### config.mk
export PLATFORM = sky130hd
export DESIGN_NAME = dict_writer
export DESIGN_NICKNAME = d
export VERILOG_FILES = /design/src/rtl/dict_writer.sv
export SDC_FILE = /design/constraint.sdc
export NUM_CORES = 1
export LEC_CHECK = 0
export CORE_ASPECT_RATIO = 1.75
export CORE_MARGIN = 3
export CORE_UTILIZATION = 57
export DETAILED_ROUTE_END_ITERATION = 12
export PLACE_DENSITY = 0.87
export SLEW_MARGIN = 20
export SYNTH_ARGS = -nofsm -noshare
export SYNTH_HDL_FRONTEND = slang
export SYNTH_SLANG_ARGS = --single-unit
### constraint.sdc
create_clock -name clk -period 6.2 [get_ports clk]
set_clock_uncertainty 0.2 [all_clocks]
set_input_delay 0.62 -clock clk [delete_from_list [all_inputs] [get_ports clk]]
set_output_delay 0.62 -clock clk [all_outputs]
set_load 0.03 [all_outputs]
### src/rtl/dict_writer.sv
// dict_writer: appends one dictionary entry (3-byte link to the previous entry,
// name bytes, 0x00 terminator) into a byte-wide SRAM and tracks here/latest.
module dict_writer #(
    parameter int DSZ  = 8,
    parameter int ASZ  = 17,
    parameter int NMAX = 31
) (
    input  logic           clk,
    input  logic           rst,
    input  logic           start,
    input  logic           s_vld,
    input  logic [DSZ-1:0] s_dat,
    input  logic           s_lst,
    output logic           s_rdy,
    output logic           mem_we,
    output logic [ASZ-1:0] mem_a,
    output logic [DSZ-1:0] mem_d,
    output logic [ASZ-1:0] here,
    output logic [ASZ-1:0] latest,
    output logic           bsy,
    output logic           done,
    output logic           err
);

    localparam int CW = $clog2(NMAX + 2);
    // Highest base address that still fits a maximum-length entry without wrapping.
    localparam logic [ASZ:0] LIMIT = (ASZ + 1)'((1 << ASZ) - (NMAX + 4));

    typedef enum logic [2:0] {
        IDLE,
        LNK0,
        LNK1,
        LNK2,
        NAME,
        TERM,
        DONE,
        ERR
    } state_t;

    state_t         state;
    logic [ASZ-1:0] e_base;
    logic [ASZ-1:0] wp;
    logic [CW-1:0]  cnt;
    logic           hs;
    logic           bad_byte;
    logic [23:0]    link_w;

    assign hs       = (state == NAME) && s_vld;
    assign bad_byte = hs && ((s_dat == '0) || (cnt == CW'(NMAX)));
    assign link_w   = 24'(latest);

    always_comb begin
        s_rdy  = (state == NAME);
        mem_we = 1'b0;
        mem_a  = wp;
        mem_d  = '0;
        case (state)
            LNK0: begin
                mem_we = 1'b1;
                mem_d  = DSZ'(link_w[7:0]);
            end
            LNK1: begin
                mem_we = 1'b1;
                mem_d  = DSZ'(link_w[15:8]);
            end
            LNK2: begin
                mem_we = 1'b1;
                mem_d  = DSZ'(link_w[23:16]);
            end
            NAME: begin
                mem_we = hs && !bad_byte;
                mem_d  = s_dat;
            end
            TERM: begin
                mem_we = 1'b1;
                mem_d  = '0;
            end
            default: ;
        endcase
    end

    always_ff @(posedge clk or negedge rst) begin
        if (!rst) begin
            state  <= IDLE;
            here   <= '0;
            latest <= '0;
            e_base <= '0;
            wp     <= '0;
            cnt    <= '0;
            bsy    <= 1'b0;
            done   <= 1'b0;
            err    <= 1'b0;
        end else begin
            done <= 1'b0;
            err  <= 1'b0;
            case (state)
                IDLE: begin
                    if (start) begin
                        bsy    <= 1'b1;
                        e_base <= here;
                        wp     <= here;
                        cnt    <= '0;
                        if ({1'b0, here} <= LIMIT) begin
                            state <= LNK0;
                        end else begin
                            state <= ERR;
                            err   <= 1'b1;
                        end
                    end
                end
                LNK0: begin
                    wp    <= wp + 1'b1;
                    state <= LNK1;
                end
                LNK1: begin
                    wp    <= wp + 1'b1;
                    state <= LNK2;
                end
                LNK2: begin
                    wp    <= wp + 1'b1;
                    state <= NAME;
                end
                NAME: begin
                    if (hs) begin
                        if (bad_byte) begin
                            state <= ERR;
                            err   <= 1'b1;
                        end else begin
                            wp  <= wp + 1'b1;
                            cnt <= cnt + CW'(1);
                            if (s_lst) state <= TERM;
                        end
                    end
                end
                TERM: begin
                    state <= DONE;
                    done  <= 1'b1;
                end
                DONE: begin
                    latest <= e_base;
                    here   <= wp + 1'b1;
                    bsy    <= 1'b0;
                    state  <= IDLE;
                end
                ERR: begin
                    bsy   <= 1'b0;
                    state <= IDLE;
                end
                default: state <= IDLE;
            endcase
        end
    end

endmodule

==> impl_results.md <==
- Worst-path clk slew: 0.06 ns
- Slack of the worst reg-to-reg path: 3.35 ns
- Slowest stage delay, CP: ~0.7 ns
- Fin Setup TNS: 0 ns
- Largest net degree at the start of global routing: 81
- Leakage: between 2 and 2.5 nW
- Min-Delay Path Class: in -> async
- Outcome: finished, final reports clean
- Tot GR Track Use: 28.3%
- Vert. Die Dim: 119 um
- First-pass GRT wire length: 18,800 um
- Critical-path top delay cell: o22ai_2
- CP Capture Type: output pin
- Period utilization: 70.7%
- Hold_ws: 0.214 ns
- Vias in the first global route: 3,833
- Post-DRT Antenna Nets: 0
- Fin cells: 584
- Synth area leaders: dfrtp_1 (48%), nand2_1 (8.7%), mux2_2 (5.1%)
- Max Freq: 0.228 GHz
- Final setup violating endpoints: 0
- Nets@finish: 511
- CTS tree: yes
- Port bufs: 76
- Worst path required time: 5.38 ns
- CP most frequent cell: clkdlybuf4s50_1
- Ports: slightly below 80
- DR WL/cell: 19.9 um
- Leading cell type in the layout, fill and taps excluded: nand2_1
- Post-synthesis instance total: between 400 and 500
- WL final: approximately 12,000 um
- Crit start category: primary input
- Cts bufs inserted: 9
- DRT Pass-1 Iters: 5
- Final hold vios: 0
- Clock sink total: 80
- Initial Util: 59.6%
- Antenna Cells: 0
- CP bufs+invs: 2
- Max clock buf depth: 2
- Fin area: roughly 5000 um^2
- Min cycle time layout: 4.38 ns
- Max-slew violations: 0
- Iter 0 DRT Violations: between 400 and 500
- Relative max-transition margin: 34.4%
- Top delay family on crit path: buffers and inverters
- Share of cells above drive strength 1: 10.4%
- Biggest area consumer among synthesized cells: dfrtp_1
- Gr ovfl total: 0
- Predominant post-synthesis flop cell: dfrtp_1
- DP Area: 4880 um^2
- Slew @ Worst Pin: 0.984 ns
- Syn avg cell area: roughly 9.6 um^2
- CORE AREA: 7010 um^2
- Tot Pwr: 0.00331 W
- Asr flop ratio synth: 100%
- Cells after DPL: between 500 and 600
- RSZ-0062 raised after global routing: no
- Reg2reg path depth: 4
- Synth top area share: 47.9%
- Cell variety after synth: 58
- Crit Reg-Reg Startpoint: state[0]
- Vias per Instance: 6.53
- Post-cts hold buffer count: 0
- Gpl congestion: between 0.8 and 0.9
- WP data arrival: 3.56 ns
- Max-cap viol count: 0
- # DRC: 0
- Critical path cell sequence: clkdlybuf4s50_1 > or4_1 > o22ai_2 > nor2_1 > a21o_1 > clkdlybuf4s50_1
- Htree depth: 3
- Largest fanout on the critical path: 21
- Area growth syn-to-layout: 23.2%
- Routed vias: 3,814
- Worst IR Drop VDD: 379 uV
- Row count: 40
- Sequential fraction of the synthesis area: 47.9%
- R2R Path End: mem_a[4]
- Post-cts resize count: 0
- Root Buffer: clkbuf_16
- Die area: 8430 um^2
- Worst-Skew Late Latency: 0.34 ns
- Mapped cell area: around 4200 um^2
- Synthesized flop and latch total: 80
- Die width: 70.7 um
- Net count after synthesis: 452
- Initial antenna violation count: 0
- Synth warn: 0
- Post-CTS Setup Inserts: 0
- Number of synthesized flops with an enable pin: 0
- Leading cell types in the layout, fill and taps excluded: nand2_1 (97), dfrtp_1 (80), clkdlybuf4s50_1 (75)
- Critical setup path kind: in -> out
- Post-DP HPWL: 7970 um
- Pwr Density: 643 nW/um^2
==> sequential cells by signal, indices dropped and copies added, names as in the netlist <==
| register | cells |
|---|---|
| done | 1 |
| here | 17 |
| latest | 17 |
| cnt | 6 |
| err | 1 |
| e_base | 17 |
| state | 3 |
| bsy | 1 |
| mem_a | 17 |
==> per-layer routing <==
layer,vias to the layer above,wire length [um],global-route usage (%)
met3,55,787,7.60
li1,1695,-,-
met2,213,5920,47.2
met4,0,533,15.1
met1,1851,4360,32.6
met5,-,0,0
==> worst max-delay path by stage <==
stage / from / endpoint / slack (ns) / depth (start not counted)
detailed placement: s_dat[1] / mem_we / 1.92 / 6
finish: s_dat[0] / mem_we / 1.82 / 6
CTS: s_dat[0] / mem_we / 1.90 / 6
floorplan: s_dat[1] / mem_we / 3.51 / 5
global placement: s_dat[1] / mem_we / 1.98 / 6
global route: s_dat[0] / mem_we / 1.71 / 6
==> cells in the mapped netlist (all sizes together) (10+ instances only) <==
master and count:
nand2 97, nand3 17, buf 20, nor3 15, nor2 10, mux2 19, o21ai 35, o221ai 12
dfrtp 80, clkbuf 11, xnor2 11, a22oi 14
==> layout make-up <==
cell class / count / area (um^2)
clock buffer: 9 / 225
timing repair buffer: 79 / 781
clock inverter: 6 / 37.5
inverter: 8 / 30.0
fill: 524 / 1860
tap: 84 / 105
sequential: 80 / 2000
multi-input combinational: 318 / 1970
==> cell families after synthesis <==
kind of cell	share of synthesized area, %
XOR/XNOR	3.15
AO/OA/AOI/OAI	17.3
buffers and inverters	5.12
flip-flops	47.9
multiplexers	5.36
AND/OR/NAND/NOR	20.5
adder cells (fa/ha/maj)	0.599
==> worst reg2reg max path, delay by kind of cell (launching register included) <==
kind / cells / cell delay (ns)
DFF: 1 / 0.75
and+or+nand+nor: 1 / 0.61
AOI/OAI and AO/OA: 3 / 1.18
==> report_power, final <==
group,switching (W),total [W],leakage (nW),internal (W)
sequential,0.000347,0.00111,0.980,0.000759
clock,0.000208,0.000474,0.123,0.000266
combinational,0.00102,0.00173,1.03,0.000709
==> per-stage QoR <==
step | worst slack, ns | util [%]
finish | 1.82 | 73.4
global route | 1.71 | 73.4
CTS | 1.90 | 73.4
detailed placement | 1.92 | 69.7
global placement | 1.98 | 69.7
floorplan | 3.51 | -
No activity file was read; power rests on OpenSTA's default activity.
